[src/rtl/vfd_scan_top.sv]
// rtl/vfd_scan_top.sv - VFD scan driver fed by a write-only SPI slave frame buffer
// Optional macro VFD_DOUBLE_BUFFER_EN: front/back banks, swapped at grid-0 start after SCS rises.
module vfd_scan_top #(
   parameter int CLK_DIV   = 2,
   parameter int CHAIN_LEN = 16,
   parameter int GRIDS     = 4,
   parameter int ON_CYCLES = 64
) (
   input  logic SYS_CLK,
   input  logic SYS_RST_N,
   input  logic SSI,
   input  logic SSCK,
   input  logic SCS,
   output logic S1,
   output logic S2,
   output logic S3,
   output logic SCK,
   output logic LAT,
   output logic BLK,
   output logic PWM
);
   localparam int CB    = CHAIN_LEN / 8;
   localparam int DEPTH = GRIDS * 3 * CB;
`ifdef VFD_DOUBLE_BUFFER_EN
   localparam int NBANK = 2;
`else
   localparam int NBANK = 1;
`endif
   localparam int AW  = $clog2(NBANK * DEPTH);
   localparam int DAW = $clog2(DEPTH);
   localparam int BW  = $clog2(CHAIN_LEN);
   localparam int GW  = (GRIDS > 1) ? $clog2(GRIDS) : 1;
   localparam int CW  = $clog2(ON_CYCLES + 2 * CLK_DIV + 1);
   localparam int DW  = (CLK_DIV > 1) ? $clog2(CLK_DIV) : 1;

   typedef enum logic [1:0] {ST_SHIFT, ST_LATCH, ST_ON} state_t;

   logic [2:0]     ssck_sync;
   logic [1:0]     ssi_sync;
   logic [1:0]     scs_sync;
   logic           ssck_rise;
   logic [2:0]     spi_bits;
   logic [7:0]     spi_shift;
   logic           wr_pend;
   logic [DAW-1:0] wr_addr;
   logic [AW-1:0]  wr_off;
   logic [AW-1:0]  rd_off;
   logic [AW-1:0]  wr_idx;
   logic [AW-1:0]  base_idx;
   logic [2:0]     bit_sel;
   logic [7:0]     mem [NBANK*DEPTH];

   state_t         state, state_nx;
   logic [CW-1:0]  cnt;
   logic [BW-1:0]  bit_idx;
   logic [GW-1:0]  grid;
   logic [DW-1:0]  pwm_div;
   logic           pwm_q;
   logic           phase_end;

   always_ff @(posedge SYS_CLK or negedge SYS_RST_N) begin
      if (!SYS_RST_N) begin
         ssck_sync <= '0;
         ssi_sync  <= '0;
         scs_sync  <= '1;
      end else begin
         ssck_sync <= {ssck_sync[1:0], SSCK};
         ssi_sync  <= {ssi_sync[0], SSI};
         scs_sync  <= {scs_sync[0], SCS};
      end
   end

   assign ssck_rise = ssck_sync[1] & ~ssck_sync[2];

   always_ff @(posedge SYS_CLK or negedge SYS_RST_N) begin
      if (!SYS_RST_N) begin
         spi_bits  <= '0;
         spi_shift <= '0;
         wr_pend   <= 1'b0;
      end else begin
         wr_pend <= 1'b0;
         if (scs_sync[1]) begin
            spi_bits <= '0;
         end else if (ssck_rise) begin
            spi_shift <= {spi_shift[6:0], ssi_sync[1]};
            spi_bits  <= spi_bits + 3'd1;
            wr_pend   <= (spi_bits == 3'd7);
         end
      end
   end

   assign wr_idx = wr_off + AW'(wr_addr);

   // A byte completing as SCS rises is still stored before the address rewinds.
   always_ff @(posedge SYS_CLK or negedge SYS_RST_N) begin
      if (!SYS_RST_N) begin
         for (int i = 0; i < NBANK * DEPTH; i++) mem[i] <= '0;
         wr_addr <= '0;
      end else begin
         if (wr_pend) mem[wr_idx] <= spi_shift;
         if (scs_sync[1])
            wr_addr <= '0;
         else if (wr_pend)
            wr_addr <= (wr_addr == DAW'(DEPTH - 1)) ? '0 : wr_addr + 1'b1;
      end
   end

   always_comb begin
      state_nx  = state;
      phase_end = 1'b0;
      SCK       = 1'b0;
      LAT       = 1'b0;
      BLK       = 1'b1;
      PWM       = 1'b0;
      case (state)
         ST_SHIFT: begin
            SCK       = (cnt >= CW'(CLK_DIV));
            phase_end = (cnt == CW'(2 * CLK_DIV - 1));
            if (phase_end && bit_idx == BW'(CHAIN_LEN - 1)) state_nx = ST_LATCH;
         end
         ST_LATCH: begin
            LAT       = 1'b1;
            phase_end = (cnt == CW'(CLK_DIV - 1));
            if (phase_end) state_nx = ST_ON;
         end
         ST_ON: begin
            BLK       = 1'b0;
            PWM       = pwm_q;
            phase_end = (cnt == CW'(ON_CYCLES - 1));
            if (phase_end) state_nx = ST_SHIFT;
         end
         default: state_nx = ST_SHIFT;
      endcase
   end

   // bit_idx parks on the last bit through LATCH/ON so the S lines hold it.
   always_ff @(posedge SYS_CLK or negedge SYS_RST_N) begin
      if (!SYS_RST_N) begin
         state   <= ST_SHIFT;
         cnt     <= '0;
         bit_idx <= '0;
         grid    <= '0;
         pwm_div <= '0;
         pwm_q   <= 1'b0;
      end else begin
         state <= state_nx;
         cnt   <= phase_end ? '0 : cnt + 1'b1;
         if (state == ST_SHIFT && phase_end && state_nx == ST_SHIFT)
            bit_idx <= bit_idx + 1'b1;
         if (state == ST_ON && phase_end) begin
            bit_idx <= '0;
            grid    <= (grid == GW'(GRIDS - 1)) ? '0 : grid + 1'b1;
         end
         if (state == ST_ON && !phase_end) begin
            pwm_div <= (pwm_div == DW'(CLK_DIV - 1)) ? '0 : pwm_div + 1'b1;
            if (pwm_div == DW'(CLK_DIV - 1)) pwm_q <= ~pwm_q;
         end else begin
            pwm_div <= '0;
            pwm_q   <= 1'b0;
         end
      end
   end

`ifdef VFD_DOUBLE_BUFFER_EN
   logic front, scs_prev, swap_pend, frame_start;

   assign frame_start = (state == ST_ON) && phase_end && (grid == GW'(GRIDS - 1));

   always_ff @(posedge SYS_CLK or negedge SYS_RST_N) begin
      if (!SYS_RST_N) begin
         front     <= 1'b0;
         scs_prev  <= 1'b1;
         swap_pend <= 1'b0;
      end else begin
         scs_prev <= scs_sync[1];
         if (frame_start && swap_pend) begin
            front     <= ~front;
            swap_pend <= 1'b0;
         end
         if (scs_sync[1] && !scs_prev) swap_pend <= 1'b1;
      end
   end

   assign rd_off = front ? AW'(DEPTH) : '0;
   assign wr_off = front ? '0 : AW'(DEPTH);
`else
   assign rd_off = '0;
   assign wr_off = '0;
`endif

   assign base_idx = rd_off + AW'(int'(grid) * 3 * CB + int'(bit_idx) / 8);
   assign bit_sel  = 3'd7 - 3'(bit_idx);
   assign S1 = mem[base_idx][bit_sel];
   assign S2 = mem[base_idx + AW'(CB)][bit_sel];
   assign S3 = mem[base_idx + AW'(2 * CB)][bit_sel];

endmodule

[config.mk]
export PLATFORM = sky130hd
export DESIGN_NAME = vfd_scan_top
export DESIGN_NICKNAME = d
export VERILOG_FILES = /design/src/rtl/vfd_scan_top.sv
export SDC_FILE = /design/constraint.sdc
export NUM_CORES = 1
export LEC_CHECK = 0
export CORE_MARGIN = 5
export CORE_UTILIZATION = 50
export DETAILED_ROUTE_END_ITERATION = 7
export PLACE_DENSITY = 0.66
export SLEW_MARGIN = 20
export SYNTH_ARGS = -nofsm -noshare
export SYNTH_HDL_FRONTEND = slang
export SYNTH_SLANG_ARGS = --single-unit
export TNS_END_PERCENT = 1
[constraint.sdc]
create_clock -name SYS_CLK -period 7.1 [get_ports SYS_CLK]
set_clock_uncertainty 0.2 [all_clocks]
set_input_delay 1.065 -clock SYS_CLK [delete_from_list [all_inputs] [get_ports SYS_CLK]]
set_output_delay 1.065 -clock SYS_CLK [all_outputs]
set_load 0.02 [all_outputs]
==> flow_summary.ini, run 1 <==
[clock_network]
clkTransAtPathRegs_ps = 60
post-cts-setup-buffers = 0
cts_hold_buf = 0
cts_resized = 0
clk_latency_ps = 510
cts_tree = yes
cts_sinks = 233
root_buffer = clkbuf_16
cts_buffers = 26
cts_max_level = 1
clk_path_buf_depth = 3

[worst_setup_path]
required_ps = 5830
slowest_stage = dfrtp_4
path_max_fanout = 57
cp_cell_sequence = inv_2 > ha_2 > buf_4 > mux4_2 > mux4_2 > mux2i_1 > nor3b_1 > or3_1 > clkdlybuf4s50_1
crit_path_end_kind = primary output
cpMostUsedCell = mux4_2
startpoint_type = flop
reg2reg_slack_ps = 4490
r2r_start = wr_pend$_DFF_PN0_
r2r_end = mem[57]$_DFFE_PN0P_
path_class = reg -> out
slowest_delay_ps = 670
crit_arrival_ps = 4450
reg2reg_depth = 4

[status]
status = finished clean

[sta]
tightestPinTransition_ps = 1188
post-route-period-util_pct = 80.43
finalHoldViolations = 0
holdWs_ps = 146.8
drv_slew = 0
max_freq_mhz = 175.1
grt_setup_unrepaired = false
setup_violations = 0
fin_crit_ps = 5711
slew_headroom_pct = 20.48
fin_tns_setup_ps = 0

[placement]
dp.cells = 1210
hpwlAfterDp_um = 19710
routabilityCongestion = 0.8739
io_buffers = 11

[synth]
synth_top_cell_by_area = dfrtp_1
ys_types = 58
ys_top_cells_by_area = dfrtp_1 (46%), mux2_2 (17%), mux4_2 (17%), mux2i_1 (2.7%), nor2_1 (1.6%)
ys_ff_latch = 233
synth_area_um2 = 12580
synthCells = 914
async_flop_share_pct = 100.0
synth-seq-area-share_pct = 46.38
avgSynthCellArea_um2 = 13.76
synth_nets = 934
synth_edf_count = 0
ys_warn_count = 0
synthFlopType = dfrtp_1
yosys.area.top_type_share_pct = 45.97

[power_and_ir_drop]
powerDensity_nw_per_um2 = 208.5
ir_drop_mv = 0.1442
comb_power_share_pct = 1.9
totalPowerFinal_uw = 2881
pwr-share-seq_pct = 51.6
p_leak_uw = 0.006164
internal_power_uw = 2193
swShare_pct = 23.89
p_sw_uw = 688.3
clkPwrFrac_pct = 46.5

[global_routing]
grt_pass1_wl_um = 48660
grt_pass1_vias = 8108
grt_overflow_total = 0
grt_max_degree = 93
antenna_found_initial = 0
track_usage_pct = 21.94

[floorplan]
die_h_um = 168.6
design.core.area_um2 = 24960
rows = 58
die_w_um = 168.6
start_util_pct = 50.38
die_area_um2 = 28420
ios = 12

[layout]
fin_nets = 928
layout.cells.non_filler = 1257
syn_to_final_growth_pct = 9.880
drive_gt1_share_pct = 37.97
antennaDiodeCount = 0
final_util_pct = 55.35

[route]
ant_nets = 0
wire_per_inst_um = 24.21
drt_iter0_drc = 714
drt-total-wl_um = 30430
drc_errors = 0
via_count = 7966
viasPerCell = 6.337
drt_pass1_iterations = 5

[flow_run]
drv_cap = 0

[worst_hold_path]
whs_endpoint = ssck_sync[1]$_DFF_PN0_
hp-class = reg -> reg
worstHoldPathCells = 0
hp-start = ssck_sync[0]$_DFF_PN0_
==> worst max-delay path by stage <==
| stage | from | end |
|---|---|---|
| 2_1_floorplan | grid[0]$_DFFE_PN0P_ | S3 |
| 3_3_place_gp | grid[0]$_DFFE_PN0P_ | S2 |
| 3_5_place_dp | grid[0]$_DFFE_PN0P_ | S2 |
| 4_1_cts | grid[0]$_DFFE_PN0P_ | S2 |
| 5_1_grt | bit_idx[3]$_DFFE_PN0P_ | S2 |
| 6_report | grid[0]$_DFFE_PN0P_ | S2 |
==> logic make-up after synthesis <==
kind of cell,share of synthesized area (%)
AOI/OAI and AO/OA,3.950
xor gates and xnor gates,0.6965
adders and majority gates,1.492
buffers and inverters,2.796
DFF,46.38
muxes,38.34
and+or+nand+nor,6.338
==> stage by stage <==
step | worst slack (ps) | cell area [µm²]
after CTS | 1386 | 13810
after global routing | 1197 | 13820
after detailed placement | 1947 | 12960
after floorplan | 2431 | 12580
final | 1389 | 13820
after global placement | 1945 | 12960
==> power by group through the flow <==
stage / combinational (µW) / sequential [µW] / clock [µW]
floorplan: 91.3 / 1400 / 0
global placement: 56.7 / 1510 / 0
detailed placement: 58.0 / 1510 / 0
CTS: 58.5 / 1490 / 1370
global route: 65.2 / 1500 / 1430
finish: 56.2 / 1490 / 1340
==> layout by cell type (no fill, tap or decap), drive strengths merged, types with 12 or more instances in the layout <==
cell / synthesis / final
o21ai: 14 / 14
nor2: 55 / 55
buf: 27 / 20
mux4: 94 / 94
mux2: 210 / 210
nand2: 43 / 43
nand3: 16 / 16
o22ai: 13 / 13
mux2i: 34 / 34
ha: 15 / 15
clkbuf: 37 / 43
dfrtp: 231 / 231
inv: 12 / 12
==> Yosys cell counts (9+ instances only) <==
| master | n |
|---|---|
| mux2_2 | 192 |
| dfrtp_1 | 231 |
| ha_1 | 15 |
| inv_1 | 9 |
| nor3_1 | 9 |
| nand3_1 | 16 |
| mux4_2 | 94 |
| a21oi_1 | 10 |
| o21ai_0 | 12 |
| mux2i_1 | 34 |
| mux2_1 | 18 |
| nand2_1 | 43 |
| nor2_1 | 55 |
| buf_2 | 17 |
| clkbuf_1 | 37 |
| nor2b_1 | 10 |
| o22ai_1 | 13 |
==> metal layers <==
| metal | global-route usage [%] | wire, µm | up-vias | share of wire (%) |
|---|---|---|---|---|
| met4 | 5.011 | 619 | 2 | 2.0 |
| met2 | 33.82 | 14150 | 256 | 46 |
| met3 | 3.737 | 1881 | 45 | 6.2 |
| met5 | 1.391 | 51 | - | 0.17 |
| met1 | 32.89 | 13730 | 4201 | 45 |
| li1 | - | - | 3462 | - |
==> registers in the layout, indices dropped and copies added, names as in the netlist <==
signal and flops:
grid 2, mem 192, wr_pend 1, pwm_q 1, bit_idx 4, spi_shift 8
spi_bits 3, ssi_sync 2, ssck_sync 3, wr_addr 5, scs_sync 2, state 2
cnt 7, pwm_div 1
==> area by class of cell <==
| cell class | instances | area (µm²) |
|---|---|---|
| flip-flops and latches | 233 | 5841 |
| multi-input cells | 604 | 6396 |
| clock inverters | 4 | 72.57 |
| well taps | 330 | 412.9 |
| fillers | 2062 | 11150 |
| inverters | 13 | 48.80 |
| clock buffers | 43 | 785.8 |
| repair buffers | 30 | 261.5 |
==> critical path, delay by kind of cell (launching register included) <==
kind	cells	cell delay [ps]
flip-flops	1	670
adder cells (fa/ha/maj)	1	360
AND/OR/NAND/NOR	2	500
buffers and inverters	3	1280
multiplexers	3	1100
Note: power is estimated with default switching activity, not from simulation.
==> run 2: changes to the inputs <==
Settings changed: PLACE_DENSITY 0.66 to 0.68.
Clock period 7.1 ns to 4.79 ns, I/O delays scaled along.
==> run 2 against run 1 <==
  * Worst hold slack worse by 76 ps
  * Non-clock buffer count up 14
  * Wire length is 2.5% higher
  * Global-route usage rose by 0.54 points
  * Via count grew 0.80%
==> flow_summary.ini, run 2 (synthesis results as in run 1) <==
[placement]
io_buffers = 11
routabilityCongestion = 0.9066
hpwlAfterDp_um = 20210
pre_cts_slack_ps = 491.2
dp.cells = 1223

[global_routing]
grt_pass1_wl_um = 49740
grt_overflow_total = 0
track_usage_pct = 22.48
antenna_found_initial = 0
grt_pass1_vias = 8344
grt_max_degree = 116

[floorplan]
ios = 12
start_util_pct = 50.38
rows = 58
die_area_um2 = 28420
die_w_um = 168.6
design.core.area_um2 = 24960
die_h_um = 168.6

[worst_hold_path]
hp-class = in -> async

[worst_setup_path]
r2r_start = wr_pend$_DFF_PN0_
crit_path_end_kind = primary output
path_max_fanout = 20
reg2reg_slack_ps = 2140
required_ps = 3870
crit_arrival_ps = 3700
path_class = reg -> out
cp-endpoint = S1
r2r_end = mem[101]$_DFFE_PN0P_
reg2reg_depth = 4
worstSetupStartpoint = bit_idx[3]$_DFFE_PN0P_
startpoint_type = flop

[power_and_ir_drop]
swShare_pct = 24.95
powerDensity_nw_per_um2 = 299.1
pwr-share-seq_pct = 52.8
internal_power_uw = 3137
ir_drop_mv = 0.2920
clkPwrFrac_pct = 45.2
p_sw_uw = 1043
comb_power_share_pct = 2.0
p_leak_uw = 0.006271

[route]
wl_met3_um = 1801
wire_per_inst_um = 24.55
wl_met2_um = 14530
m1WireLength_um = 14130
drc_errors = 0
drt-total-wl_um = 31200
via_count = 8030
dr.max_layer_used = met4
drt_iter0_drc = 706
viasPerCell = 6.318
drt_pass1_iterations = 5
ant_nets = 0

[clock_network]
cts_tree = yes
cts_max_level = 1
cts_buffers = 26
clkTransAtPathRegs_ps = 60
clk_latency_ps = 530
root_buffer = clkbuf_16
cts_sinks = 233
clk_path_buf_depth = 3

[flow_run]
drv_cap = 0

[layout]
drive_gt1_share_pct = 39.32
syn_to_final_growth_pct = 11.14
final_util_pct = 55.99
top_register = mem
antennaDiodeCount = 0
largest_reg_flops = 192
final_common_cell = dfrtp_1
fin_nets = 942
final_cell_mix = dfrtp_1 (229), mux2_2 (192), mux4_2 (94)
layout.cells.non_filler = 1271
reg_top3 = mem: 192 flops, spi_shift: 8 flops, cnt: 7 flops

[sta]
tightestPinTransition_ps = 1151
post-route-period-util_pct = 96.40
fin_crit_ps = 4617
finalHoldViolations = 0
setup_violations = 0
slew_headroom_pct = 23.01
max_freq_mhz = 216.6
setup_slack_ps = 172.5
drv_slew = 0

[status]
status = finished clean
==> run 2: changes by cell type in the layout (fill, tap and decap cells not counted), sizes merged <==
cell / previous run / this run
clkbuf: 43 / 38
dlymetal6s2s: 0 / 1
bufinv: 2 / 1
clkdlybuf4s50: 10 / 9
clkinv: 2 / 8
buf: 20 / 34
==> run 2: worst min-delay path by stage <==
stage | start | end | slack, ps | cells after the start
3_3_place_gp | ssck_sync[0]$_DFF_PN0_ | ssck_sync[1]$_DFF_PN0_ | 140 | 0
5_1_grt | SYS_RST_N | mem[187]$_DFFE_PN0P_ | 130 | 1
6_report | SYS_RST_N | mem[187]$_DFFE_PN0P_ | 70 | 1
4_1_cts | SYS_RST_N | mem[158]$_DFFE_PN0P_ | 110 | 1
2_1_floorplan | ssck_sync[0]$_DFF_PN0_ | ssck_sync[1]$_DFF_PN0_ | 130 | 0
3_5_place_dp | ssi_sync[0]$_DFF_PN0_ | ssi_sync[1]$_DFF_PN0_ | 140 | 0
==> run 2: worst max-delay path: stages (launching register included) <==
cell and delay (ps):
dfrtp_4 690, buf_12 250, mux4_2 540, mux4_2 480, a211oi_2 280, nor4b_1 120
a41o_1 260, clkdlybuf4s50_1 540
==> run 2: stage by stage <==
stage	hold WS, ps	setup TNS (ps)	instance area, µm²	power (µW)
after floorplan	131.2	0	12580	2205
after global placement	136.8	0	13110	2324
after detailed placement	142.7	0	13110	2322
after CTS	106.2	-12.88	13950	4224
after global routing	134.2	-2.532	13980	4337
final	70.47	0	13980	4180
==> run 2: final cells by class <==
cell class	count	area, µm²
fill	2033	10990
clock inverter	9	76.32
timing repair buffer	44	455.4
multi-input combinational	604	6416
tap	330	412.9
clock buffer	38	726.9
sequential	233	5841
inverter	13	48.80
==> run 2: timing repair <==
action                     4_1_cts  5_1_grt
setup buffers                    1        0
hold buffers                     0        0
gates resized for setup          1        5
setup endpoints to repair        3        3
==> run 2: metal layers <==
layer	global-route usage [%]	up-vias
met5	0	-
met4	6.351	0
met3	4.180	54
met2	34.70	227
met1	33.05	4270
li1	-	3479
==> run 2: power groups by stage <==
stage               Sequential [µW]  Combinational [µW]  Clock, µW
floorplan                      2070                 135          0
global placement               2240                86.3          0
detailed placement             2230                88.1          0
CTS                            2200                88.8       1930
global route                   2220                99.8       2020
finish                         2210                85.5       1890
==> run 3: changes to the inputs <==
Settings changed: ABC_AREA set to 1, GPL_ROUTABILITY_DRIVEN set to 0.
==> run 3 against run 2 <==
  * Power shrank 3.6%
  * Sequential power down 9.0%
  * Cell count rose by 46%
  * Worst hold slack worse by 0.69 ps
  * Combinational power grew to 2.6 times the previous value
  * First-iteration DRC count up 95%
  * Critical endpoint unchanged
  * Largest power group unchanged
==> flow_summary.ini, run 3 <==
[sta]
grt_setup_unrepaired = false
setup_violations = 0
fin_tns_setup_ps = 0
tightestPinTransition_ps = 1078
post-route-period-util_pct = 93.99
finalHoldViolations = 0
slew_headroom_pct = 28.04
drv_slew = 0
max_freq_mhz = 222.1
fin_crit_ps = 4502

[global_routing]
track_usage_pct = 24.54
grt_pass1_wl_um = 52670
grt_max_degree = 125
antenna_found_initial = 0
grt_overflow_total = 0
grt_pass1_vias = 9410

[layout]
final_common_cell = nand2_1
largest_reg_flops = 192
fin_nets = 1545
layout.cells.non_filler = 1862
multi_input_area_um2 = 5340
antennaDiodeCount = 0
seq_area_um2 = 5838
final_cell_mix = nand2_1 (503), dfrtp_1 (229), nand3_1 (220)
reg_top3 = mem: 192 flops, spi_shift: 8 flops, cnt: 7 flops
syn_to_final_growth_pct = 7.816
drive_gt1_share_pct = 4.796
fill_cells = 2197
top_register = mem

[worst_setup_path]
cp_cell_sequence = ha_1 > buf_4 > inv_2 > buf_4 > nand3_1 > nand3_1 > nand3_1 > nand2_1 > nand2_1 > nand3_1 > nand2_1 > nand2_1 > clkdlybuf4s50_1
cp_num_buf_inv = 4
slowest_stage = clkdlybuf4s50_1
path_max_fanout = 32
required_ps = 3870
startpoint_type = flop
crit_arrival_ps = 3580
path_class = reg -> out
r2r_start = bit_idx[0]$_DFFE_PN0P_
critPathTopFamily = buffers and inverters
crit_path_end_kind = primary output
r2r_end = bit_idx[3]$_DFFE_PN0P_
slowest_delay_ps = 620
reg2reg_depth = 5
reg2reg_slack_ps = 2480

[synth]
ys_types = 35
synth_edf_count = 0
synth_area_um2 = 11930
synthFlopType = dfrtp_1
ys_warn_count = 0
yosys.area.top_type_share_pct = 48.47
async_flop_share_pct = 100.0
synthCells = 1569
synth_nets = 1589
ys_top_cells_by_area = dfrtp_1 (48%), nand2_1 (16%), nand3_1 (9.2%), o21ai_0 (8.2%), nor2_1 (3.0%)
avgSynthCellArea_um2 = 7.601
synth-seq-area-share_pct = 48.91
synth_most_common_cell = nand2_1
synthTopCellsByCount = nand2_1 (503), dfrtp_1 (231), nand3_1 (220)
synth_top_cell_by_area = dfrtp_1
ys_ff_latch = 233

[floorplan]
ios = 12
die_h_um = 164.4
start_util_pct = 50.81
die_area_um2 = 27040
die_w_um = 164.4
rows = 56
design.core.area_um2 = 23470

[clock_network]
clkTransAtPathRegs_ps = 60
cts_max_level = 1
cts_resized = 0
clk_path_buf_depth = 3
post-cts-setup-buffers = 0
cts_tree = yes
cts_buffers = 25
cts_hold_buf = 0
cts_sinks = 233
root_buffer = clkbuf_16
clk_latency_ps = 520

[route]
wire_per_inst_um = 17.63
viasPerCell = 5.602
ant_nets = 0
drt-total-wl_um = 32840
drt_pass1_iterations = 7
drt_iter0_drc = 1375
drc_errors = 0
via_count = 10430

[placement]
io_buffers = 11
hpwlAfterDp_um = 21360
dp.cells = 1817

[power_and_ir_drop]
ir_drop_mv = 0.3111
powerDensity_nw_per_um2 = 313.4
p_leak_uw = 0.005914

[worst_hold_path]
hp-class = in -> async

[flow_run]
drv_cap = 0

[status]
status = finished clean
-- run 3: cell types whose count changed in the layout (fill, tap and decap cells not counted), moves of 14 or more --
cell,previous run,this run
a21oi_1,10,63
mux2_1,18,0
mux4_2,94,0
nor2_1,53,95
o21ai_0,12,195
nand3_1,16,220
o211ai_1,0,14
buf_4,25,10
nand2_1,43,503
inv_1,9,64
mux2i_1,34,3
mux2_2,192,0
-- run 3: final cells by class --
type	count	area share, %
Clock buffer	41	5.644
Clock inverter	4	0.2043
Inverter	73	2.170
Multi-Input combinational cell	1168	41.53
Sequential cell	233	45.40
Tap cell	319	3.104
Timing Repair Buffer	24	1.946
-- run 3: how the worst max path moves through the flow --
stage | from | end | slack, ps | cells after the start
global route | grid[1]$_DFFE_PN0P_ | S3 | 30 | 13
global placement | grid[1]$_DFFE_PN0P_ | S2 | 960 | 14
floorplan | grid[0]$_DFFE_PN0P_ | S3 | 1620 | 16
CTS | grid[1]$_DFFE_PN0P_ | S2 | 370 | 14
detailed placement | grid[1]$_DFFE_PN0P_ | S1 | 920 | 13
finish | grid[1]$_DFFE_PN0P_ | S1 | 290 | 13
-- run 3: where the power goes --
part | switching (µW) | internal (µW)
Sequential | 19.3 | 1990
Clock | 769 | 1030
Combinational | 204 | 18.0
-- run 3: logic make-up after synthesis --
family | count (synthesis) | synth area share [%]
adders and majority gates | 15 | 1.574
DFF | 233 | 48.91
and+or+nand+nor | 856 | 30.07
muxes | 3 | 0.2518
AOI/OAI and AO/OA | 289 | 12.52
buffers and inverters | 168 | 6.316
xor gates and xnor gates | 5 | 0.3673
-- run 3: through the flow --
step	setup slack [ps]	hold WS [ps]	power, µW	area [µm²]	util [%]
3_3_place_gp	963.6	132.3	2268	12110	51.58
4_1_cts	368.0	153.2	4058	12860	54.78
5_1_grt	28.43	158.6	4165	12860	54.78
3_5_place_dp	922.2	139.6	2271	12110	51.58
2_1_floorplan	1624	131.2	2131	11930	-
6_report	288.0	69.78	4030	12860	54.78
-- run 3: metal layers --
| layer | GRT usage, % | up-vias | wire length, µm |
|---|---|---|---|
| li1 | - | 5074 | - |
| met1 | 36.56 | 4851 | 14780 |
| met2 | 37.52 | 429 | 14550 |
| met3 | 3.943 | 76 | 2565 |
| met4 | 6.654 | 0 | 944 |
| met5 | 0 | - | 0 |
